File: src/rtl/cpu_pkg.sv
// Shared CPU datapath constants: register address width, data width and the
// hard-wired zero register. Used by the register file, the write-register
// mux and the decoder so all three agree on these values.
package cpu_pkg;

    localparam int REG_ADDR_W = 5;
    localparam int DATA_W     = 32;
    localparam int REG_DEPTH  = 1 << REG_ADDR_W;

    localparam logic [REG_ADDR_W-1:0] ZERO_REG = 5'd0;

    // True when an address names the hard-wired zero register.
    function automatic logic is_zero_reg(input logic [REG_ADDR_W-1:0] a);
        return (a == ZERO_REG);
    endfunction

endpackage : cpu_pkg

File: src/rtl/regfile_array.sv
// Register file storage: one synchronous write port and two asynchronous
// read ports. Register 0 is never written and always reads as zero.
// The whole array clears on asynchronous reset.
module regfile_array
    import cpu_pkg::*;
#(
    parameter int DW = cpu_pkg::DATA_W,
    parameter int AW = cpu_pkg::REG_ADDR_W
) (
    input  logic          CLK,
    input  logic          RST,
    input  logic          we,
    input  logic [AW-1:0] waddr,
    input  logic [DW-1:0] wdata,
    input  logic [AW-1:0] raddr1,
    input  logic [AW-1:0] raddr2,
    output logic [DW-1:0] rdata1,
    output logic [DW-1:0] rdata2
);

    localparam int DEPTH = 1 << AW;
    localparam logic [AW-1:0] ZERO_A = AW'(ZERO_REG);

    logic [DEPTH-1:0][DW-1:0] mem_q;
    logic [DEPTH-1:0][DW-1:0] mem_d;
    logic                     wr_hit;

    // Next-state of the array: only a nonzero destination is written.
    always_comb begin
        mem_d  = mem_q;
        wr_hit = we && (waddr != ZERO_A);
        if (wr_hit) begin
            mem_d[waddr] = wdata;
        end
    end

    // Storage flops, cleared by asynchronous reset.
    always_ff @(posedge CLK or negedge RST) begin
        if (!RST) begin
            mem_q <= '0;
        end else begin
            mem_q <= mem_d;
        end
    end

    // Asynchronous read ports; entry 0 is masked even though it is never
    // written, so the zero register cannot leak a value by construction.
    always_comb begin
        rdata1 = '0;
        rdata2 = '0;
        if (raddr1 != ZERO_A) begin
            rdata1 = mem_q[raddr1];
        end
        if (raddr2 != ZERO_A) begin
            rdata2 = mem_q[raddr2];
        end
    end

endmodule : regfile_array

File: src/rtl/reg_file_reader.sv
// Read side of the CPU register file: storage array plus two registered
// read ports (A/B operand registers) feeding the ALU-operand stage.
// A read request captures reg[rs]/reg[rt] into ReadData1/ReadData2 one
// cycle later; rd_valid marks that at least one capture has completed.
// Optional build macro REGFILE_BYPASS_EN: a write on the same edge as a
// read request to the same nonzero address is forwarded into the captured
// operand. Without it the captured operand is the pre-write contents.
module reg_file_reader
    import cpu_pkg::*;
#(
    parameter int DATA_W = cpu_pkg::DATA_W,
    parameter int ADDR_W = cpu_pkg::REG_ADDR_W
) (
    input  logic              CLK,
    input  logic              RST,
    input  logic              RegWre,
    input  logic [ADDR_W-1:0] WriteReg,
    input  logic [DATA_W-1:0] WriteData,
    input  logic [ADDR_W-1:0] rs,
    input  logic [ADDR_W-1:0] rt,
    input  logic              rd_req,
    output logic [DATA_W-1:0] ReadData1,
    output logic [DATA_W-1:0] ReadData2,
    output logic              rd_valid
);

    logic [DATA_W-1:0] arr_rd1;
    logic [DATA_W-1:0] arr_rd2;
    logic [DATA_W-1:0] val1;
    logic [DATA_W-1:0] val2;

    logic [DATA_W-1:0] a_q;
    logic [DATA_W-1:0] a_d;
    logic [DATA_W-1:0] b_q;
    logic [DATA_W-1:0] b_d;
    logic              vld_q;
    logic              vld_d;

    regfile_array #(
        .DW(DATA_W),
        .AW(ADDR_W)
    ) u_array (
        .CLK    (CLK),
        .RST    (RST),
        .we     (RegWre),
        .waddr  (WriteReg),
        .wdata  (WriteData),
        .raddr1 (rs),
        .raddr2 (rt),
        .rdata1 (arr_rd1),
        .rdata2 (arr_rd2)
    );

`ifdef REGFILE_BYPASS_EN
    logic fwd1;
    logic fwd2;

    // Write-through forwarding; address 0 never forwards so it reads zero.
    always_comb begin
        fwd1 = RegWre && (WriteReg == rs) && (rs != ADDR_W'(ZERO_REG));
        fwd2 = RegWre && (WriteReg == rt) && (rt != ADDR_W'(ZERO_REG));
        val1 = fwd1 ? WriteData : arr_rd1;
        val2 = fwd2 ? WriteData : arr_rd2;
    end
`else
    // No forwarding: operands are the array contents before this edge.
    always_comb begin
        val1 = arr_rd1;
        val2 = arr_rd2;
    end
`endif

    // Operand capture: load on request, otherwise hold; valid is sticky.
    always_comb begin
        a_d   = a_q;
        b_d   = b_q;
        vld_d = vld_q | rd_req;
        if (rd_req) begin
            a_d = val1;
            b_d = val2;
        end
    end

    // A/B operand registers and the valid flag.
    always_ff @(posedge CLK or negedge RST) begin
        if (!RST) begin
            a_q   <= '0;
            b_q   <= '0;
            vld_q <= 1'b0;
        end else begin
            a_q   <= a_d;
            b_q   <= b_d;
            vld_q <= vld_d;
        end
    end

    assign ReadData1 = a_q;
    assign ReadData2 = b_q;
    assign rd_valid  = vld_q;

endmodule : reg_file_reader

File: config.mk
export PLATFORM = sky130hd
export DESIGN_NAME = reg_file_reader
export DESIGN_NICKNAME = d
export VERILOG_FILES = /design/src/rtl/cpu_pkg.sv /design/src/rtl/regfile_array.sv /design/src/rtl/reg_file_reader.sv
export SDC_FILE = /design/constraint.sdc
export NUM_CORES = 2
export LEC_CHECK = 0
export ABC_AREA = 1
export CELL_PAD_IN_SITES_DETAIL_PLACEMENT = 0
export CELL_PAD_IN_SITES_GLOBAL_PLACEMENT = 1
export CORE_ASPECT_RATIO = 1.5
export CORE_UTILIZATION = 24
export CTS_CLUSTER_DIAMETER = 60
export DETAILED_ROUTE_END_ITERATION = 7
export GPL_TIMING_DRIVEN = 0
export PLACE_DENSITY_LB_ADDON = 0.2
export SLEW_MARGIN = 20
export SYNTH_ARGS = -nofsm -noshare
export SYNTH_HDL_FRONTEND = slang
export SYNTH_SLANG_ARGS = --single-unit
File: constraint.sdc
create_clock -name CLK -period 1.1 [get_ports CLK]
set_clock_uncertainty 0.05 [all_clocks]
set_input_delay 0.275 -clock CLK [delete_from_list [all_inputs] [get_ports CLK]]
set_output_delay 0.275 -clock CLK [all_outputs]
set_load 0.01 [all_outputs]
## After elaboration in Yosys (flattened, before gate mapping)

Cells that the tools add are included.

- Multiply operators: 0
- Eq/ne operators: 0
- Reduce and logical (&&, ||, !) cells: 5
- Bitwise operators: 1
- Add/sub/neg operators: 0
- Shift-type cells: 0
- Muxes and demuxes: 9
- Magnitude comparators: 4
- Div/mod/pow operators: 0

Operator list:

| kind | count |
|---|---|
| 1024-bit bitwise mux | 1 |
| 32-bit binary-select mux with 5-bit select | 2 |
| 32-bit demux with 5-bit select | 1 |
| 32-bit 2-to-1 mux | 5 |
| 5-bit by 6-bit < comparator with 1-bit output (second input constant) | 3 |
| 5-bit nonzero test | 3 |
| 5-bit by 1-bit >= comparator with 1-bit output (second input constant) | 1 |
| 1-bit logical AND | 2 |
| 1-bit bitwise OR | 1 |

- Output and inout bits: 65
- Memory bits (writable): 0
- Bits in latches: 0
- Bits in registers: 1089
- Bits in read-only memories: 0
- Memories kept: 0
- Word-level logic and storage cells: 54

## Depth between registers and ports, before layout

- Word-level depth: 5
- Depth in mapped cells: 14

## Hierarchy

From an unflattened synthesis, not the netlist that was laid out.

- Cell total of the unflattened synthesis: 8577
- Area, all modules: 59075.4 µm²

By module, submodules not included:

| module | cells an instance | instances | area each (µm²) |
|---|---|---|---|
| regfile_array | 8305 | 1 | 56615.5 |
| reg_file_reader | 272 | 1 | 2459.9 |

## Worst setup path after synthesis

OpenSTA, ideal clock, no wires.

- Path type: input to register
- Start point: input port rs[1]
- End point: register a_q[23] (netlist: ReadData1[23])
- Stages: 11
- Path buffers: 3
- Setup slack: -0.498 ns
- Data required time: 0.933 ns
- Data arrival time: 1.430 ns
- Path through: clkbuf_1 inv_2 buf_2 buf_1 nand3_1 nand3_1 nand2_1 nor2_1 nand2_1 nand3_1 nand2_1

- Longest elaborated chain between the ends: 3

RTL lines:

| what | RTL line | source |
|---|---|---|
| from (decl) | reg_file_reader.sv:19 | `input logic [ADDR_W-1:0] rs,` |
| 32-bit binary-select mux with 5-bit select | regfile_array.sv:52 | `rdata1 = mem_q[raddr1];` |
| 32-bit 2-to-1 mux (not written as such) | regfile_array.sv:52 |  |
| 32-bit 2-to-1 mux * | regfile_array.sv:51 | `if (raddr1 != ZERO_A) begin` |
| to (signal assigned) | reg_file_reader.sv:87 | `a_q <= '0;` |
| to (signal assigned) | reg_file_reader.sv:91 | `a_q <= a_d;` |
| to (decl) | reg_file_reader.sv:32 | `logic [DATA_W-1:0] a_q;` |

Every way passes the cells marked *; elsewhere a longest branch is shown, timed or not. The select of a mux whose other input is x is not followed.
A chain may end at the register's enable or synchronous reset.

## Worst setup path in the final report

- Start point: register a_q[11] (netlist: ReadData1[11])
- End point: output port ReadData1[11]

RTL lines:

| what | RTL line | source |
|---|---|---|
| to (decl) | reg_file_reader.sv:22 | `output logic [DATA_W-1:0] ReadData1,` |

No word-level cell between the ends.

==> metrics <==
Die Area ~0.25 mm^2; Area Growth Syn to Fin 33.7%; clock tree sinks around 1100; minimum clock period around 1.8 ns; Hold Slack -0.692 ns; Synth Cell Area a little under 0.06 mm^2; CTS buffer count ~150; Mapped Nets approximately 8600; Post-DP Area 0.0658 mm^2; DRT iter0 DRCs between 8000 and 9000; worst-margin pin slew between 1 and 1.5 ns; worst skew pair latency about 0.86 ns; initial antenna violation count between 40 and 50; drt via density roughly 5.4; Die X-Extent approximately 410 um; io pins 116; Worst-path clk slew 0.06 ns; Worst slew margin about 22%; final wirelength about 450000 um; syn_area_per_cell between 6 and 7 um^2; final period utilization 165%; CP max stage cell dfrtp_2; Seq pwr share a little under two fifths; Routed Antenna Nets 0; count of input and output buffers 81; CP max stage delay about 0.49 ns; row count between 200 and 250; Synth area leaders dfrtp_1 (46%), nand2_1 (20%), o21ai_0 (9.6%); Synth top area share around 46%; chip height between 600 and 700 um; clock root buffer clkbuf_16; H-tree depth 4; Seq cells post-synth approximately 1100; CP top delay family flip-flops; Synth Warn # 0; Comb power frac 24.6%; first-pass GRT wire length just under 600000 um; Pint 90.4 mW; drt drc 0; total grt overflow 0; hpwl dp roughly 340000 um; final setup fails 156; CP required around 0.77 ns; setup repair after global routing missed its margin yes; Worst R2R Setup Slack -0.55 ns; post-synthesis sequential area ratio ~46%; status finished, violations left; CP Max Fanout 2; share of cells above drive strength 1 about a fifth; total track usage a little over a third; Yosys cell types 21; failing checks hold timing, setup timing; TritonCTS clock tree yes; routability cong. ~1.0; switching power share of the total a little over a third; worst vdd ir between 0.001 and 0.0015 V; leakage power 36.2 nW; pin count of the biggest net entering global routing roughly 130; CP endpoint kind output pin; NumNets Final a little over 9000; CTS max path bufs 4; commonest non-fill, non-tap cells in the layout nand2_1 (3039), dfrtp_1 (1071), o21ai_0 (1005); pwr dens 1800 mW/mm^2; hold crit path type in -> async; fill cell count roughly 26000; commonest non-fill, non-tap cell in the layout nand2_1; max-slew violation count 0; crit-path cells buf_6; DR pass1 iterations 8; vias around 67000; max cap viols 0; starting density of the core roughly a quarter; vias in the first global route 64015; Max Fclk ~550 MHz; Core ar. approximately 0.24 mm^2; Setup Crit Path Kind reg -> out; Post-Syn Instances between 8000 and 9000; Clk pwr share 37.2%; CP bufs+invs 1; Arr. time, crit path 1.49 ns; Final Hold Fails 458; routed len/inst about 37 um; switching pwr roughly 52 mW; post-route cell area between 0.07 and 0.08 mm^2; top cell type by total area after synthesis dfrtp_1; Worst Slack Setup Final -0.720 ns; crit start category flip-flop
-- path summary, 6_finish.rpt --
path | start | endpoint | cells past startpoint
min reg2reg | ReadData1[24] | ReadData1[24] | 2
max reg2reg | u_array.mem_q[240] | ReadData2[16] | 8
max in group asynchronous | RST | ReadData1[31] | 4
min | RST | u_array.mem_q[399] | 1
min in group CLK | WriteReg[1] | u_array.mem_q[416] | 5
max | ReadData1[11] | ReadData1[11] | 1
-- power by group through the flow --
stage               sequential (mW)  clock, mW  combinational [mW]
floorplan                      52.8          0                16.7
global placement               54.7          0                28.2
detailed placement             54.5          0                29.5
CTS                            53.9       53.0                32.7
global route                   55.0       54.3                37.3
finish                         54.2       52.8                34.9
-- cell usage after synthesis (all sizes together) --
cell,count
buf,235
o211ai,89
nand3,922
nor2,516
nor3,4
dfrtp,1089
inv,394
o21ai,1141
and3,7
nand4,4
or2,2
clkbuf,505
clkinv,1
a21oi,434
nand2,3207
-- final cells by class --
type / count / area (um^2) / area share (%)
repair buffers: 307 / 3500 / 4.44
clock buffers: 188 / 4120 / 5.22
clock inverters: 61 / 872 / 1.11
diodes: 24 / 60.1 / 0.0761
inverters: 395 / 1580 / 2.00
well taps: 3248 / 4060 / 5.15
flip-flops and latches: 1089 / 27300 / 34.6
multi-input cells: 6327 / 31100 / 39.5
plain buffers: 740 / 6280 / 7.96
-- cells by family (layout without fill, tap and decap cells) --
| family | after synthesis | count (layout) | synth area share (%) |
|---|---|---|---|
| simple gates | 4662 | 4663 | 31.8 |
| compound gates | 1664 | 1664 | 14.5 |
| buf+inv | 1135 | 1691 | 7.59 |
| flops | 1089 | 1089 | 46.2 |
| other cells | 0 | 24 | 0 |
-- timing repair --
action / in CTS / in global routing
gates resized for setup: 1707 / 406
pin swaps: 241 / 211
setup endpoints to repair: 1623 / 1196
buffers inserted: 87 / 48
hold buffers: 56 / 1
hold endpoints to repair: 676 / 409
cloned: 13 / 6
-- sequential cells by signal (all words and copies together), names as in the netlist --
signal,cells
u_array.mem_q,1024
rd_valid,1
ReadData2,32
ReadData1,32
-- stage by stage --
| step | total power [mW] | worst slack [ns] | setup TNS, ns | utilization [%] | cells |
|---|---|---|---|---|---|
| after detailed placement | 84.0 | -2.71 | -3382.51 | 27.0 | 11896 |
| after global routing | 147 | -0.715 | -64.12 | 32.3 | 12358 |
| after floorplan | 69.5 | -0.351 | -279.57 | - | 8550 |
| after global placement | 82.9 | -56.25 | - | 26.8 | 11879 |
| after CTS | 140 | -0.726 | -61.50 | 31.6 | 12301 |
| final | 142 | -0.720 | -62.26 | 32.3 | 12379 |
-- routing by layer --
layer,global-route usage (%),routed length [um],vias up
met3,7.95,36300,1436
met4,27.6,43500,28
met2,58.4,211000,4048
met5,0,207,-
li1,-,-,28518
met1,40.2,162000,33354
(Power assumes the default switching activity.)
